File: config.mk
export PLATFORM = sky130hd
export DESIGN_NAME = mem_port_arbiter
export DESIGN_NICKNAME = d
export VERILOG_FILES = /design/src/rtl/mem_port_arbiter.sv
export SDC_FILE = /design/constraint.sdc
export NUM_CORES = 1
export LEC_CHECK = 0
export BUFFER_PORTS_ARGS = -buffer_cell sky130_fd_sc_hd__buf_2
export CORE_UTILIZATION = 51
export DETAILED_ROUTE_END_ITERATION = 7
export PLACE_DENSITY = 0.85
export SLEW_MARGIN = 20
export SYNTH_ARGS = -nofsm -noshare
export SYNTH_HDL_FRONTEND = slang
export SYNTH_SLANG_ARGS = --single-unit
File: constraint.sdc
create_clock -name clk -period 3.5 [get_ports clk]
set_input_delay 0.175 -clock clk [delete_from_list [all_inputs] [get_ports clk]]
set_output_delay 0.175 -clock clk [all_outputs]
set_load 0.02 [all_outputs]
File: src/rtl/mem_port_arbiter.sv
`default_nettype none
// ============================================================================
// Module   : mem_port_arbiter
// Brief    : Shares one single-port memory between instruction fetch and data
//            access, data first, with a watchdog on every memory transaction.
// Revision : 1.0 - initial release
// ============================================================================

module mem_port_arbiter #(
  parameter int ADDRESS_WIDTH = 32,
  parameter int DATA_WIDTH    = 32,
  parameter int WAIT_LIMIT    = 15
) (
  input  logic                     clk,
  input  logic                     rst_n,
  input  logic                     FetchReq,
  input  logic [ADDRESS_WIDTH-1:0] FetchAddr,
  input  logic                     FlushFetch,
  output logic [DATA_WIDTH-1:0]    FetchData,
  output logic                     FetchValid,
  input  logic                     DataReq,
  input  logic                     DataWe,
  input  logic [ADDRESS_WIDTH-1:0] DataAddr,
  input  logic [DATA_WIDTH-1:0]    DataWData,
  output logic [DATA_WIDTH-1:0]    DataRData,
  output logic                     DataValid,
  output logic                     MemReq,
  output logic                     MemWe,
  output logic [ADDRESS_WIDTH-1:0] MemAddr,
  output logic [DATA_WIDTH-1:0]    MemWData,
  input  logic [DATA_WIDTH-1:0]    MemRData,
  input  logic                     MemReady,
  output logic                     StallFetch,
  output logic                     FreezePipe,
  output logic                     BusError
);

  typedef enum logic [1:0] {
    IDLE  = 2'd0,
    FETCH = 2'd1,
    DATA  = 2'd2,
    RESP  = 2'd3
  } state_t;

  localparam logic [7:0] c_WAIT_LIMIT = 8'(WAIT_LIMIT);

  state_t                     r_state,     w_state;
  logic [7:0]                 r_waitCnt,   w_waitCnt;
  logic                       r_kill,      w_kill;
  logic                       r_memReq,    w_memReq;
  logic                       r_memWe,     w_memWe;
  logic [ADDRESS_WIDTH-1:0]   r_memAddr,   w_memAddr;
  logic [DATA_WIDTH-1:0]      r_memWData,  w_memWData;
  logic [DATA_WIDTH-1:0]      r_fetchData, w_fetchData;
  logic [DATA_WIDTH-1:0]      r_dataRData, w_dataRData;
  logic                       r_fetchValid, w_fetchValid;
  logic                       r_dataValid,  w_dataValid;
  logic                       r_busError,   w_busError;
  logic                       w_timeout;

  always_ff @(posedge clk or negedge rst_n) begin
    if (!rst_n) begin
      r_state      <= IDLE;
      r_waitCnt    <= '0;
      r_kill       <= 1'b0;
      r_memReq     <= 1'b0;
      r_memWe      <= 1'b0;
      r_memAddr    <= '0;
      r_memWData   <= '0;
      r_fetchData  <= '0;
      r_dataRData  <= '0;
      r_fetchValid <= 1'b0;
      r_dataValid  <= 1'b0;
      r_busError   <= 1'b0;
    end else begin
      r_state      <= w_state;
      r_waitCnt    <= w_waitCnt;
      r_kill       <= w_kill;
      r_memReq     <= w_memReq;
      r_memWe      <= w_memWe;
      r_memAddr    <= w_memAddr;
      r_memWData   <= w_memWData;
      r_fetchData  <= w_fetchData;
      r_dataRData  <= w_dataRData;
      r_fetchValid <= w_fetchValid;
      r_dataValid  <= w_dataValid;
      r_busError   <= w_busError;
    end
  end

  // Timeout fires on the cycle the counter would reach the limit, so MemReq
  // is high for exactly WAIT_LIMIT cycles of an unanswered request.
  assign w_timeout = (r_waitCnt + 8'd1) == c_WAIT_LIMIT;

  always_comb begin
    w_state      = r_state;
    w_waitCnt    = r_waitCnt;
    w_kill       = r_kill;
    w_memReq     = r_memReq;
    w_memWe      = r_memWe;
    w_memAddr    = r_memAddr;
    w_memWData   = r_memWData;
    w_fetchData  = r_fetchData;
    w_dataRData  = r_dataRData;
    w_fetchValid = 1'b0;
    w_dataValid  = 1'b0;
    w_busError   = r_busError;

    unique case (r_state)
      IDLE: begin
        if (DataReq) begin
          w_memAddr  = DataAddr;
          w_memWe    = DataWe;
          w_memWData = DataWData;
          w_memReq   = 1'b1;
          w_waitCnt  = '0;
          w_state    = DATA;
        end else if (FetchReq) begin
          w_memAddr  = FetchAddr;
          w_memWe    = 1'b0;
          w_memReq   = 1'b1;
          w_waitCnt  = '0;
          w_kill     = 1'b0;
          w_state    = FETCH;
        end
      end

      FETCH: begin
        // A redirect at any point up to completion makes this fetch wrong-path.
        w_kill = r_kill | FlushFetch;
        if (MemReady) begin
          w_memReq     = 1'b0;
          w_fetchData  = MemRData;
          w_fetchValid = ~w_kill;
          w_state      = RESP;
        end else if (w_timeout) begin
          w_memReq     = 1'b0;
          w_busError   = 1'b1;
          w_fetchData  = '0;
          w_fetchValid = ~w_kill;
          w_waitCnt    = c_WAIT_LIMIT;
          w_state      = RESP;
        end else begin
          w_waitCnt    = r_waitCnt + 8'd1;
        end
      end

      DATA: begin
        if (MemReady) begin
          w_memReq    = 1'b0;
          w_dataValid = 1'b1;
          if (!r_memWe) w_dataRData = MemRData;
          w_state     = RESP;
        end else if (w_timeout) begin
          w_memReq    = 1'b0;
          w_busError  = 1'b1;
          w_dataRData = '0;
          w_dataValid = 1'b1;
          w_waitCnt   = c_WAIT_LIMIT;
          w_state     = RESP;
        end else begin
          w_waitCnt   = r_waitCnt + 8'd1;
        end
      end

      RESP: begin
        w_state = IDLE;
      end

      default: begin
        w_state = IDLE;
      end
    endcase
  end

  assign FetchData  = r_fetchData;
  assign FetchValid = r_fetchValid;
  assign DataRData  = r_dataRData;
  assign DataValid  = r_dataValid;
  assign MemReq     = r_memReq;
  assign MemWe      = r_memWe;
  assign MemAddr    = r_memAddr;
  assign MemWData   = r_memWData;
  assign BusError   = r_busError;

  // Redirect must never be blocked, so a flush lifts the fetch stall.
  assign StallFetch = FetchReq & ~r_fetchValid & ~FlushFetch;
  assign FreezePipe = DataReq & ~r_dataValid;

endmodule

`default_nettype wire

==> results of run 1 <==
synth_stat cells (all sizes together):
cell type / number / area (sq um)
a21o: 2 / 16.3
a21oi: 5 / 25.0
a22o: 96 / 848
a2bb2oi: 1 / 8.76
a32o: 1 / 10.0
and2: 1 / 6.26
and3: 2 / 12.5
buf: 12 / 90.1
clkbuf: 27 / 101
dfrtp: 144 / 3600
ha: 5 / 62.6
inv: 5 / 18.8
mux2: 32 / 360
mux2i: 34 / 340
nand2: 39 / 146
nand2b: 3 / 18.8
nand3: 5 / 25.0
nor2: 9 / 33.8
nor2b: 4 / 25.0
nor3: 2 / 10.0
nor3b: 1 / 7.51
nor4: 1 / 21.3
o21ai: 44 / 243
o21bai: 1 / 7.51
o221a: 1 / 11.3
o221ai: 1 / 8.76
o22ai: 2 / 12.5
o31a: 1 / 8.76
o31ai: 2 / 15.0
o41ai: 1 / 8.76
or3: 1 / 6.26
or4b: 1 / 13.8
xnor2: 2 / 17.5
xor2: 2 / 17.5
routing by layer:
metal	vias up	GRT usage (%)
li1	2427	-
met1	2639	35.3
met2	285	54.0
met3	57	7.35
met4	0	14.1
met5	-	0
cells by family (layout without fill, tap and decap cells):
kind of cell    Yosys count  after routing  share of synthesized area, %
simple gates             69             69                          5.30
xor+xnor                  4              4                         0.569
mux                      66             66                          11.4
buf+inv                  44            365                          3.41
fa+ha+maj                 5              5                          1.02
compound gates          158            158                          19.9
flops                   144            144                          58.5
flip-flops by register name (all words and copies together), names as in the netlist:
register    count
FetchValid      1
MemReq          1
r_kill          1
MemAddr        32
DataValid       1
r_state         2
BusError        1
DataRData      32
FetchData      32
r_waitCnt       8
MemWData       32
MemWe           1
through the flow:
stage	instances	setup slack (ps)	power (mW)	hold slack, ps	utilization (%)
finish	954	870	8.57	12.3	74.6
global route	954	754	8.98	1.95	74.6
CTS	954	927	8.49	0.500	74.6
detailed placement	871	933	6.67	380	65.2
global placement	871	1040	6.48	371	65.2
floorplan	490	1340	5.37	-121	-
final cells by class:
class                   count  area share, %
flip-flops and latches    144           41.6
multi-input cells         302           27.3
repair buffers            328           22.2
inverters                   5          0.217
clock buffers              18           4.96
well taps                 143           2.07
clock inverters            14           1.65
path summary, 6_finish.rpt:
check	endpoint	slack [ps]	from
min in group asynchronous	MemWData[5]$_DFFE_PN0P_	460	rst_n
max in group asynchronous	r_waitCnt[4]$_DFFE_PN0P_	2220	rst_n
worst min register to register	FetchValid$_DFF_PN0_	480	r_kill$_DFFE_PN0P_
worst max-delay path	FetchData[10]$_DFFE_PN0P_	870	r_waitCnt[0]$_DFFE_PN0P_
worst min-delay path	FetchData[1]$_DFFE_PN0P_	10	MemRData[1]
worst max register to register	FetchData[10]$_DFFE_PN0P_	870	r_waitCnt[0]$_DFFE_PN0P_
power by group through the flow:
stage	combinational (mW)	clock, mW	sequential [mW]
final	3.83	1.76	2.98
after global routing	4.07	1.85	3.05
after CTS	3.79	1.77	2.93
after detailed placement	3.73	0	2.94
after global placement	3.59	0	2.90
after floorplan	1.57	0	3.81
placed cells by master (no fill, tap or decap), types with 6 or more instances in the layout:
cell           count
a22o_1            90
a22o_2             6
buf_2            268
buf_4              8
clkbuf_16         17
dfrtp_1          144
dlygate4sd3_1     51
mux2_2            32
mux2i_1           34
nand2_1           39
nor2_1             9
o21ai_0           40
critical path, cell delays in order, from the launching register on:
cell and delay [ps]:
dfrtp_1 410, inv_1 90, ha_1 130, or4b_4 460, nor4_4 630, o21ai_4 370, a22o_1 390
==> results.txt, run 1 <==
The run finished, with violations left. The checks that failed: design-rule violations. For the placed cell area, the log shows 7580 sq um. The required time of the worst setup path was 3790 ps. For the total number of nets in the final design, the log shows 938. The run gives 5.02 mW as the internal power. After filler insertion, the fill cell instance count of the layout stands at 742. At the worst endpoint, the arrival time is 2920 ps.

Static timing analysis puts the maximum clock frequency at 0.380 GHz. For the final max-slew violation count, the log shows 0. The actual slew at the worst max-slew pin came out at 909 ps. The die outline area came out at 12500 sq um. The worst setup skew after layout was 11.1 ps. The tools report the number of antenna cells inserted as 0. Detailed routing placed a total of 1160 um of wire on met3. Setup repair after global routing left no endpoint under its margin. In this run the horizontal extent of the chip is 112 um. The die is 112 um tall.

The violation count after the first detailed-routing iteration was 545; the number of warning messages in the yosys log was 0. The tools report the number of gates given a new drive strength after cts as 0. At the end of routability-driven placement, the weighted congestion stood at 0.877.

The sequential cells in the finished layout cover a total of 3600 sq um. After layout, the worst path uses 75.1% of the clock period. The worst setup path is launched from a flop. Summing all multi-input logic gate instances after layout gives 2360 sq um.

In the routed layout, each cell is associated on average with a via count of 5.67. In this run the count of I/O pins placed on the die edge is 270. The first global-routing pass estimated 29400 um of wire.

The number of buffers added for setup after CTS came out at 0. Counting instances, the worst hold path has a depth of 2. The post-route minimum period was 2630 ps; the cell area power density was 989 nW/um^2. Across the run, the number of max-cap violations was 0. STA classifies the critical path endpoint as a flop. Per report_power, the clock group accounts for 20.5% of the total. For the final-layout setup total negative slack, the log shows 0 ps. The tools report the root cell of the clock tree as clkbuf_16. The finished cells cover 8660 sq um. By startpoint and endpoint, the worst setup path is classified as flop to flop.

The synthesized cell area is 6160 sq um. The fraction of the yosys area taken by sequential cells was 58.5%. The number of clock buffers added by TritonCTS is 17. The run gives 4 as the H-tree depth.

The clock slew at the register clock pins of the worst setup and hold paths is 70 ps, and the via count of the first global-routing pass is 5687. Of the total power, combinational logic draws 44.7%. In this run the worst path has a maximum fanout of 33. Signal routing reaches up to met4.

For the net count of the mapped netlist, the log shows 630. The post-synthesis register bit count is 144. After detailed routing, the number of remaining DRC violations is 15. The initial utilization of the core area, before any placement, comes to 53.1%. Averaged over all synthesized cells, the footprint is 12.6 sq um. The region available for standard cell placement spans 11600 sq um.

The cts-stage hold buffer count came out at 51. Detailed routing placed a total of 9810 um of wire on met2. Per report_power, the sequential group accounts for 34.7% of the total.

The post-route netlist has 43.6% of its cells at a drive strength greater than 1. After detailed routing, the average wire length per cell comes to 19.5 um. For the clock latency of the later-clocked register in the worst-skew pair, the log shows 420 ps. The met1 layer wirelength in the final routing was 6980 um; the relative area change from synthesis to final layout was 40.5%.

Across the VDD grid, the largest voltage drop is 0.404 mV. Entering global routing, the biggest net connects 118 pins. The detailed router placed 5408 vias in this run. TritonCTS built the clock tree. The logs give 0 for the initial antenna violation count and 8 for the first-pass iteration count of the detailed router.

The switching share of power is 41.4%. In the global route stage, overall resource usage came out at 30.7%. In this run the remaining antenna-violating nets after routing total 0.

The analysis attributes to cell leakage a power of 4.40 nW. The tools report the worst relative slew slack as 39.1%. For the number of rows created at floorplan, the log shows 39. The final layout contains routed wiring with a total length of 18600 um. Clock tree synthesis found a total of 144 sinks.

The cell count after synthesis came out at 490. The clock passes through at most 2 buffers. For this run the aggregate overflow at the end of global routing stands at 0. The hold violation total from the final report is 0.

The count of port buffers added during placement was 269; the number of distinct standard cells referenced by the synthesized netlist was 39. For this design the total switching power over the nets is 3.55 mW. The number of cells on the worst reg-to-reg path is 6. The tightest min-delay check is of the input port to flop type.

Summed over all nets, the half-perimeter wirelength after detailed placement is 11500 um. The setup-violating endpoint count in the final report came out at 0.
Note: power is estimated with default switching activity, not from simulation.
==> inputs of run 2 (changes only) <==
- ABC_AREA: unset -> 1
- CORE_UTILIZATION: 51 -> 48
- PLACE_DENSITY: 0.85 -> 0.81
- clock period: 3.5 -> 2.67 ns (I/O delays scaled with it)
==> run 2 against run 1 <==
The flow still finishes with violations (design-rule violations). Setup slack got worse by 650 ps. Sequential power rose by 28%. Area after synthesis about the same. Synthesized cell count rose by 46%. Power is 34% higher. Final area rose by 10%. Register-to-register slack got worse by 650 ps. Flip-flop and latch count stayed put. Die area rose by 6.2%. Worst hold slack improved by 94 ps. Critical path type unchanged. Largest cell class unchanged. Largest power group unchanged.
==> results.txt, run 2 <==
The flow ran to the end, but the final reports show violations. The final reports fail on design-rule violations. Summed over all failing endpoints, the final setup total negative slack is 0 ps. The worst register-to-register path has a depth of 8.

The most common library cell in the layout ignoring fill and taps was nand2_1. For the placer congestion estimate, the log shows 0.849. The sort of element at the start of the critical path was a flop. The detailed router finished its first iteration with 551 violations. The H-tree was split into 4 levels. Traced cell by cell, the critical path runs through inv_1 > ha_1 > inv_1 > a21oi_4 > buf_4 > nor2_1 > a31oi_1 > dlygate4sd3_1. For this run, the detailed router's first-pass iteration total came to 8. For the pin with the worst max-slew slack, the measured transition is 640 ps. The number of fillers in the final layout was 792.

After clock tree synthesis, the repair step resized 0 gates. The number of synthesized flops with an enable pin is 0. The type of the worst setup path is flop to flop. The relative area change from synthesis to final layout came out at 54.8%.

The number of clock buffers added by TritonCTS is 17. Derived from the worst setup path, the maximum achievable clock frequency is 0.407 GHz. The floorplan step defined a die boundary enclosing 13300 sq um. The number of buffers and inverters on the critical path is 4. Once the floorplan was initialized, standard cells occupied 49.0% of the core. The endpoint of the worst hold-timing path was r_state[0]$_DFFE_PN0P_. The global route total overflow came out at 0.

In this design, the stage delay of the slowest critical-path cell is 620 ps. The die is 115 um wide. The floorplan step set the die height to 115 um. In this design, the critical path's most frequently occurring cell is inv_1. After synthesis, the cell types taking the most area are dfrtp_1 (58%), nand2_1 (19%), nand4_1 (3.5%). In the final routed layout, each cell accounts on average for 16.2 um. For this run, global-route usage on met3 was measured as 9.38%. Synthesis handed over a netlist of 716 instances.

The worst register-to-register path ends at MemAddr[2]$_DFFE_PN0P_. Power comes to 11.5 mW. Sequential cells were found to cover 58.5% of the synthesized design area.

The number of rows created at floorplan came out at 41. The region available for standard cell placement spans 12600 sq um. The worst hold path was traced through 5 stages. The analysis attributes to cell leakage a power of 5.10 nW.

The net count of the finished layout is 1244. The tools report the final max-slew violation count as 0. The count of port buffers added during placement came out at 269. Root cell of the clock tree: clkbuf_16.

Across the run, the number of max-cap violations was 0. The detail route stage leaves a number of antenna-violating nets equal to 0. The post-synthesis register bit count was 144.

After synthesis, the most frequently instantiated cells are nand2_1 (319), dfrtp_1 (144), nor2_1 (47), nand3_1 (34), nand4_1 (34). For the finished layout, the period the worst path requires is 2450 ps. The synthesized cell area is 6160 sq um, and the detail-routed via count per cell is 5.20. The tools report the required time of the worst setup path as 3010 ps. Measured against its own limit, the worst slew margin works out to 57.3%. The number of warning messages in the yosys log is 0. Of all flip-flops after synthesis, the portion carrying an async set or reset was 100%. The largest total area in the synthesized netlist belongs to dfrtp_1.

Setup repair after global routing left no endpoint under its margin. The tools report the area taken by flip-flops and latches as 3600 sq um. The number of buffers added for setup after CTS was 0.

Across the VDD grid, the largest voltage drop is 0.707 mV. After layout, the worst path uses 91.9% of the clock period. The cts-stage hold buffer count is 131, and the half-perimeter wire length of the detailed placement result is 11800 um. Entering global routing, the biggest net connects 69 pins. Initial antenna violation count: 1. Global routing used 32.3% of the available tracks across all layers.

In this run the count of I/O pins placed on the die edge is 270. The cell family contributing the most delay on the critical path is buffers and inverters. In this run the worst path has a maximum fanout of 65.

The startpoint of the lowest-slack hold path was FetchReq. The setup-violating endpoint count in the final report was 0. Global routing used 35.2% of the available met1 tracks. In this run the mean area of a mapped cell was 8.61 sq um. The post-route netlist has 29.4% of its cells at a drive strength greater than 1. The top cell types in the final layout, fill and taps aside, are nand2_1 (319), buf_2 (268), dfrtp_1 (144), dlygate4sd3_1 (131), nor2_1 (47). TritonCTS built the clock tree.

The worst register-to-register path begins at r_state[0]$_DFFE_PN0P_. The first global-routing pass estimated 32300 um of wire. Synthesis produced a netlist with a net count of 856. The path class of the tightest hold or removal check is input port to flop. The logs give 20900 um for the detailed-route wire length and 6586 for the via count of the first global-routing pass.

After clock tree synthesis, the clock-pin slew on the worst setup and hold paths is 60 ps. The detailed router placed 6699 vias in this run. For the clock latency of the later-clocked register in the worst-skew pair, the log shows 420 ps. The buffer levels on the longest clock path is 2, and the cell area power density is 1210 nW/um^2. Among all flip-flop cells after synthesis, the most frequent one is dfrtp_1.

The most instantiated library cell after synthesis is nand2_1. The number of remaining DRC errors came out at 2. The tools report the worst reg-to-reg setup slack as 220 ps. Worst setup skew after layout: 8.43 ps. The top-area cell type share of the netlist area is 58.5%. The number of distinct standard cells referenced by the synthesized netlist is 30. The slowest stage of the critical path belongs to the cell dlygate4sd3_1. The run gives 55.8% as the met2 routing resource usage after global routing. For the worst endpoint data arrival time, the log shows 2800 ps.

The global routing's busiest layer is met2. The hold violation total from the final report was 0. The tools report the sort of element at the end of the critical path as a flop.

The tree built by TritonCTS fans out to 144 sinks. In the final layout, the multi-input gates occupy 2270 sq um.
==> run 2: cell types whose count changed in the layout (fill, tap and decap cells not counted), moves of 31 or more <==
cell,before,now
nand2_1,39,319
a22o_1,90,0
dlygate4sd3_1,51,131
nor2_1,9,47
mux2i_1,34,0
nand4_1,0,34
a31oi_1,0,32
mux2_2,32,1
==> run 2: how the worst max path moves through the flow <==
stage                                   from                        end  depth (start not counted)  slack, ps
finish                r_state[0]$_DFFE_PN0P_     MemAddr[2]$_DFFE_PN0P_                          8        220
global route          r_state[0]$_DFFE_PN0P_    MemAddr[27]$_DFFE_PN0P_                          8         30
CTS                   r_state[0]$_DFFE_PN0P_    MemAddr[12]$_DFFE_PN0P_                          8        350
detailed placement  r_waitCnt[1]$_DFFE_PN0P_   DataRData[3]$_DFFE_PN0P_                         10        660
global placement    r_waitCnt[1]$_DFFE_PN0P_  DataRData[29]$_DFFE_PN0P_                         12        770
floorplan             r_state[0]$_DFFE_PN0P_   r_waitCnt[1]$_DFFE_PN0P_                          7       1000
==> run 2: logic make-up (layout without fill, tap and decap cells) <==
family	after synthesis	count (layout)	synth area share (%)
AO/OA/AOI/OAI	52	52	5.09
multiplexers	1	1	0.183
flip-flops	144	144	58.5
buffers and inverters	66	465	4.91
other	0	2	0
XOR/XNOR	1	1	0.142
adder cells (fa/ha/maj)	5	5	1.01
AND/OR/NAND/NOR	447	447	30.2
==> run 2: layout make-up <==
cell class	instances	share of cell area, %
antenna	2	0.0525
clock buffer	21	4.93
clock inverter	9	1.39
inverter	22	0.866
multi-input combinational	506	23.8
sequential	144	37.8
tap	172	2.26
timing repair buffer	413	28.9
==> run 2: worst register-to-register path: cells and delay by family, from the launching register on <==
kind | cells | cell delay, ps
compound gates | 2 | 350
flops | 1 | 390
fa+ha+maj | 1 | 200
buf+inv | 4 | 1330
simple gates | 1 | 100
==> run 2: through the flow <==
step                      setup WS (ps)  area, sq um  util [%]  cells  hold WS (ps)
after detailed placement            656         7620      60.6   1126           167
after global routing               31.2         9540      75.9   1288           147
final                               215         9540      75.9   1289           106
after CTS                           346         9540      75.9   1287          90.2
after floorplan                     996         6160         -    716          -162
after global placement              770         7620      60.6   1126           170
==> run 2: metal layers <==
layer	vias to the layer above	wire, um
li1	3089	-
met1	3166	7640
met2	363	10600
met3	81	1660
met4	0	962
met5	-	0
==> run 2: power by group <==
part	switching, mW	internal (mW)
registers	0.629	3.19
clock network	0.905	1.53
logic	3.34	1.92
